File: src/rtl/seven_segment_scan_controller_if.sv
// seven_segment_scan_controller_if: load handshake and display drive signals of the scan controller
interface seven_segment_scan_controller_if;
  logic [15:0] data_in;
  logic [3:0]  dp_in;
  logic        load_valid;
  logic        load_ready;
  logic [6:0]  seg_out;
  logic        dp_out;
  logic [3:0]  digit_en;
  logic        frame_done;
  modport master (output data_in, dp_in, load_valid, input load_ready, seg_out, dp_out, digit_en, frame_done);
  modport slave (input data_in, dp_in, load_valid, output load_ready, seg_out, dp_out, digit_en, frame_done);
endinterface

File: src/rtl/seven_segment_scan_controller.sv
// seven_segment_scan_controller: 4-digit multiplexed hex display with frame-synchronous loads; SEG_BLANK_LEADING_ZERO_EN blanks leading zeros
module seven_segment_scan_controller #(
  parameter int CLK_DIV    = 1000,
  parameter int GAP_CYCLES = 4
) (
  input logic clk,
  input logic rst,
  seven_segment_scan_controller_if.slave bus
);
  localparam int SW = $clog2(CLK_DIV);
  localparam logic [SW-1:0] LAST  = SW'(CLK_DIV - 1);
  localparam logic [SW-1:0] GAP_L = SW'(GAP_CYCLES);
  localparam logic [6:0] SEG [16] = '{
    7'b0111111, 7'b0000110, 7'b1011011, 7'b1001111,
    7'b1100110, 7'b1101101, 7'b1111101, 7'b0000111,
    7'b1111111, 7'b1101111, 7'b1110111, 7'b1111100,
    7'b0111001, 7'b1011110, 7'b1111001, 7'b1110001};
  typedef enum logic {GAP, DRIVE} state_t;
  state_t state_q, state_d;
  logic [SW-1:0] slot_q, slot_d;
  logic [1:0] idx_q, idx_d;
  logic [15:0] disp_q, disp_d, buf_q, buf_d;
  logic [3:0] dpr_q, dpr_d, pdp_q, pdp_d;
  logic pend_q, pend_d, rdy_q, rdy_d, fd_q, fd_d, dp_q, dp_d;
  logic [6:0] seg_q, seg_d;
  logic [3:0] en_q, en_d, digit;
  logic last, boundary, take, drive, blank;
  always_comb begin
    last = slot_q == LAST;
    boundary = last && idx_q == 2'd3;
    take = bus.load_valid && rdy_q;
    slot_d = last ? '0 : slot_q + 1'b1;
    idx_d = last ? idx_q + 2'd1 : idx_q;
    state_d = last ? (GAP_L == '0 ? DRIVE : GAP) : ((slot_d == GAP_L || GAP_L == '0) ? DRIVE : state_q);
    pend_d = take || (pend_q && !boundary);
    rdy_d = !pend_d;
    buf_d = take ? bus.data_in : buf_q;
    pdp_d = take ? bus.dp_in : pdp_q;
    disp_d = (boundary && pend_q) ? buf_q : disp_q;
    dpr_d = (boundary && pend_q) ? pdp_q : dpr_q;
    fd_d = boundary;
    digit = disp_d[{idx_d, 2'b00} +: 4];
`ifdef SEG_BLANK_LEADING_ZERO_EN
    blank = idx_d != 2'd0 && (disp_d >> {idx_d, 2'b00}) == 16'h0;
`else
    blank = 1'b0;
`endif
    drive = state_d == DRIVE;
    seg_d = (drive && !blank) ? SEG[digit] : 7'b0;
    dp_d = drive && dpr_d[idx_d];
    en_d = drive ? 4'b0001 << idx_d : 4'b0000;
  end
  always_ff @(posedge clk) begin
    if (rst) begin
      state_q <= GAP;
      slot_q <= '0;
      idx_q <= '0;
      disp_q <= '0;
      dpr_q <= '0;
      buf_q <= '0;
      pdp_q <= '0;
      pend_q <= 1'b0;
      rdy_q <= 1'b1;
      fd_q <= 1'b0;
      seg_q <= '0;
      dp_q <= 1'b0;
      en_q <= '0;
    end else begin
      state_q <= state_d;
      slot_q <= slot_d;
      idx_q <= idx_d;
      disp_q <= disp_d;
      dpr_q <= dpr_d;
      buf_q <= buf_d;
      pdp_q <= pdp_d;
      pend_q <= pend_d;
      rdy_q <= rdy_d;
      fd_q <= fd_d;
      seg_q <= seg_d;
      dp_q <= dp_d;
      en_q <= en_d;
    end
  end
  assign bus.seg_out = seg_q;
  assign bus.dp_out = dp_q;
  assign bus.digit_en = en_q;
  assign bus.frame_done = fd_q;
  assign bus.load_ready = rdy_q;
endmodule

File: src/flat_wrapper.sv
// flat-port wrapper written by rule: the top's interface ports become plain ports
module seven_segment_scan_controller_flat 
#(
  parameter int CLK_DIV    = 1000,
  parameter int GAP_CYCLES = 4
)
  (clk, rst, bus_data_in, bus_dp_in, bus_load_valid, bus_load_ready, bus_seg_out, bus_dp_out, bus_digit_en, bus_frame_done);
  seven_segment_scan_controller_if bus_i ();
  input logic clk;
  input logic rst;
  input wire logic [$bits(bus_i.data_in)-1:0] bus_data_in;
  input wire logic [$bits(bus_i.dp_in)-1:0] bus_dp_in;
  input wire logic [$bits(bus_i.load_valid)-1:0] bus_load_valid;
  output wire logic [$bits(bus_i.load_ready)-1:0] bus_load_ready;
  output wire logic [$bits(bus_i.seg_out)-1:0] bus_seg_out;
  output wire logic [$bits(bus_i.dp_out)-1:0] bus_dp_out;
  output wire logic [$bits(bus_i.digit_en)-1:0] bus_digit_en;
  output wire logic [$bits(bus_i.frame_done)-1:0] bus_frame_done;
  assign bus_i.data_in = bus_data_in;
  assign bus_i.dp_in = bus_dp_in;
  assign bus_i.load_valid = bus_load_valid;
  assign bus_load_ready = bus_i.load_ready;
  assign bus_seg_out = bus_i.seg_out;
  assign bus_dp_out = bus_i.dp_out;
  assign bus_digit_en = bus_i.digit_en;
  assign bus_frame_done = bus_i.frame_done;
  seven_segment_scan_controller #(.CLK_DIV(CLK_DIV), .GAP_CYCLES(GAP_CYCLES)) u_core (.clk(clk), .rst(rst), .bus(bus_i));
endmodule
File: config.mk
export PLATFORM = sky130hd
export DESIGN_NAME = seven_segment_scan_controller_flat
export DESIGN_NICKNAME = d
export VERILOG_FILES = /design/src/rtl/seven_segment_scan_controller_if.sv /design/src/rtl/seven_segment_scan_controller.sv /design/src/flat_wrapper.sv
export SDC_FILE = /design/constraint.sdc
export NUM_CORES = 1
export LEC_CHECK = 0
export ABC_AREA = 0
export BUFFER_PORTS_ARGS = -buffer_cell sky130_fd_sc_hd__buf_2
export CAP_MARGIN = 20
export CORE_MARGIN = 3
export CORE_UTILIZATION = 40
export CTS_BUF_LIST = sky130_fd_sc_hd__clkbuf_16
export CTS_CLUSTER_DIAMETER = 60
export DETAILED_ROUTE_END_ITERATION = 12
export HOLD_SLACK_MARGIN = 0.02
export REMOVE_ABC_BUFFERS = 1
export SLEW_MARGIN = 20
export SYNTH_ARGS = -nofsm -noshare
export SYNTH_HDL_FRONTEND = slang
export SYNTH_SLANG_ARGS = --single-unit
File: constraint.sdc
create_clock -name clk -period 3.4 [get_ports clk]
set_input_delay 0.34 -clock clk [delete_from_list [all_inputs] [get_ports clk]]
set_output_delay 0.34 -clock clk [all_outputs]
set_load 0.02 [all_outputs]
==> summary.md <==
| Metric | Value |
|---|---|
| Drt drc | `0` |
| Number of synthesized flops with an enable pin | `0` |
| Hold buffers post-CTS | `0` |
| Post-DRT Antenna Nets | `0` |
| Top cell by count, worst path | `ha_1` |
| Cts bufs inserted | `9` |
| TNS Setup | `0 ps` |
| CP peak stage delay | `540 ps` |
| Full die area | `0.009464 mm^2` |
| Main synth FF type | `dfxtp_1` |
| Final hold violations | `0` |
| Yosys top cell area share | `0.4084` |
| Vias/cell | `5.324` |
| Sequential area share after synthesis | `0.4084` |
| Unrepaired setup endpoints after global routing | `false` |
| Largest net degree at the start of global routing | `50` |
| Iteration-0 DRC count of the detailed router | `211` |
| IO Count | `37` |
| Fin. max-slew vios | `0` |
| Area grow syn2layout | `17.94%` |
| Synthesized area | `0.003333 mm^2` |
| Final core area utilization | `0.4984` |
| Largest cells by area after synthesis | `dfxtp_1 41%, nand2_1 11%, a21oi_1 7.4%` |
| Port bufs | `36` |
| Worst-margin pin slew | `around 920 ps` |
| Worst-path clk slew | `60 ps` |
| Total gr overflow | `0` |
| Count of state elements after synthesis | `68` |
| Die W | `97.29 um` |
| Post-DP HPWL | `5493 um` |
| First-pass GRT wire length | `about 13000 um` |
| Core Footprint | `0.007888 mm^2` |
| H-tree Lvls | `3` |
| WL/cell | `14.31 um` |
| Cell row count | `32` |
| Mapped Cells | `401` |
| Via count | `2896` |
| CP Class | `flop to flop` |
| Largest area contributor in the netlist | `dfxtp_1` |
| Required @ worst endpoint | `3660 ps` |
| Normalized max-slew margin | `0.3864` |
| Peak Freq | `322.0 MHz` |
| Chip height | `97.29 um` |
| Worst path slowest cell | `or4_1` |
| Worst-path cell chain | `ha_1 > or3b_4 > o311ai_0 > o31a_2 > o21a_1 > a31oi_1 > buf_4 > ha_1 > or4_1 > o211ai_2` |
| Pwr per Cell Area | `between 400 and 500 mW/mm^2` |
| CTS tree | `done` |
| Avg Cell Area, Syn | `8.312 um^2` |
| Worst-case clock buffer depth | `2` |
| Crit share post-route | `0.9134` |
| Ant. Diodes | `0` |
| Worst-path maximum fanout | `7` |
| CP startpoint kind | `flop` |
| Distinct cells, synth | `65` |
| Yosys warns | `0` |
| Worst min path class | `primary input to flop` |
| Hold depth | `3` |
| Reg2reg path depth | `10` |
| Outcome | `finished clean` |
| Initial Util | `0.4226` |
| Final setup fails | `0` |
| Worst Clk Skew | `around 5.7 ps` |
| Most frequent cells after synthesis | `96 x nand2_1, 68 x dfxtp_1, 49 x a21oi_1` |
| Initial antenna violation count | `0` |
| Most common cell in the netlist | `nand2_1` |
| Crit path time final | `3105 ps` |
| Layout net count | `469` |
| Final GP Congestion | `between 0.8 and 0.9` |
| Max_cap viols | `0` |
| Routed WL | `7785 um` |
| DRT Pass-1 Iters | `4` |
| Max VDD drop | `between 0.0002 and 0.00025 V` |
| Share of layout cells above drive strength 1 | `0.1923` |
| Arr. time, crit path | `3360 ps` |
| Clock root buffer | `clkbuf_16` |
| GRT Util Overall | `0.1727` |
| Vias in the first global route | `between 2000 and 3000` |
| Ys async rst share | `0` |
| Fillers | `771` |
| Leak pwr | `1.530 nW` |
| Sink Count | `68` |
| Crit path capture type | `flop` |
| Clk_lat worst skew | `330 ps` |
==> stage by stage <==
stage | power [mW] | area (um^2) | std cells | setup WS (ps) | hold slack (ps)
5_1_grt | 1.896 | 3931 | 544 | 80.05 | 253.2
6_report | 1.831 | 3931 | 544 | 294.6 | 245.0
4_1_cts | 1.852 | 3906 | 541 | 121.5 | 236.6
3_5_place_dp | 0.9572 | 3621 | 525 | 141.8 | 450.6
2_1_floorplan | 0.9098 | 3208 | 373 | -68.27 | 409.1
3_3_place_gp | 0.9549 | 3621 | 525 | 280.5 | 443.3
==> per-layer routing <==
metal  GRT usage  up-vias  wire length [um]
li1            -     1484                 -
met1      0.2450     1335              3780
met2      0.2516       67              3447
met3     0.03589       10               456
met4     0.07774        0                99
met5           0        -                 0
==> power breakdown <==
group | switching [mW] | internal [mW] | total (mW)
Sequential | 0.0203 | 0.823 | 0.843
Combinational | 0.0584 | 0.0385 | 0.0968
Clock | 0.334 | 0.557 | 0.891
Total | 0.412 | 1.42 | 1.83
==> worst max-delay path: cells and delay by family, from the launching register on <==
family                     cells  cell delay (ps)
and+or+nand+nor                2             1000
AOI/OAI and AO/OA              5              920
adders and majority gates      2              480
DFF                            1              420
buffers and inverters          1              190
==> final cells by class <==
class                   count  area, um^2  share of cell area
clock buffers               9       225.2             0.05729
clock inverters             7       60.06             0.01528
inverters                  10       37.54            0.009548
multi-input cells         295        1812              0.4609
flip-flops and latches     68        1361              0.3463
well taps                 102       127.6             0.03246
repair buffers             53       307.8             0.07829
==> placed cells by master (no fill, tap or decap), drive strengths merged, types with 6 or more instances in the layout <==
cell type and count:
a21oi 50, dfxtp 68, a211oi 6, nor3 8, clkbuf 9, ha 9, buf 53, mux2i 13
nor2 20, o21ai 6, nand3 12, nand2 96, inv 12
==> flip-flops by register name, summed over array words and instances, names as in the netlist <==
| register | flops |
|---|---|
| u_core.pdp_q | 4 |
| u_core.dpr_q | 4 |
| u_core.buf_q | 16 |
| u_core.bus.dp_out | 1 |
| u_core.bus.seg_out | 7 |
| u_core.state_q | 1 |
| u_core.slot_q | 10 |
| u_core.bus.digit_en | 4 |
| u_core.bus.load_ready | 1 |
| u_core.bus.frame_done | 1 |
| u_core.idx_q | 2 |
| u_core.disp_q | 16 |
| u_core.pend_q | 1 |
==> cells by family (layout without fill, tap and decap cells) <==
family / after synthesis / in the layout / share of synthesized area
simple gates: 165 / 165 / 0.2271
compound gates: 94 / 94 / 0.1896
flops: 68 / 68 / 0.4084
buf+inv: 38 / 79 / 0.04880
mux: 20 / 20 / 0.07395
fa+ha+maj: 9 / 9 / 0.03378
xor+xnor: 7 / 7 / 0.01839
==> what timing repair did <==
action	4_1_cts	5_1_grt
endpoints found under the hold margin	0	0
resized for setup	0	1
setup buffers	0	3
endpoints found under the setup margin	0	6
==> path summary, 6_finish.rpt <==
check	startpoint	end	slack [ps]
setup / recovery	u_core.slot_q[0]$_SDFF_PP0_	u_core.bus.seg_out[3]$_SDFF_PP0_	290
hold / removal	bus_data_in[12]	u_core.buf_q[12]$_SDFFE_PP0P_	250
setup reg to reg	u_core.slot_q[0]$_SDFF_PP0_	u_core.bus.seg_out[3]$_SDFF_PP0_	290
hold reg to reg	u_core.dpr_q[0]$_SDFF_PP0_	u_core.dpr_q[0]$_SDFF_PP0_	460
Note: power is estimated with default switching activity, not from simulation.
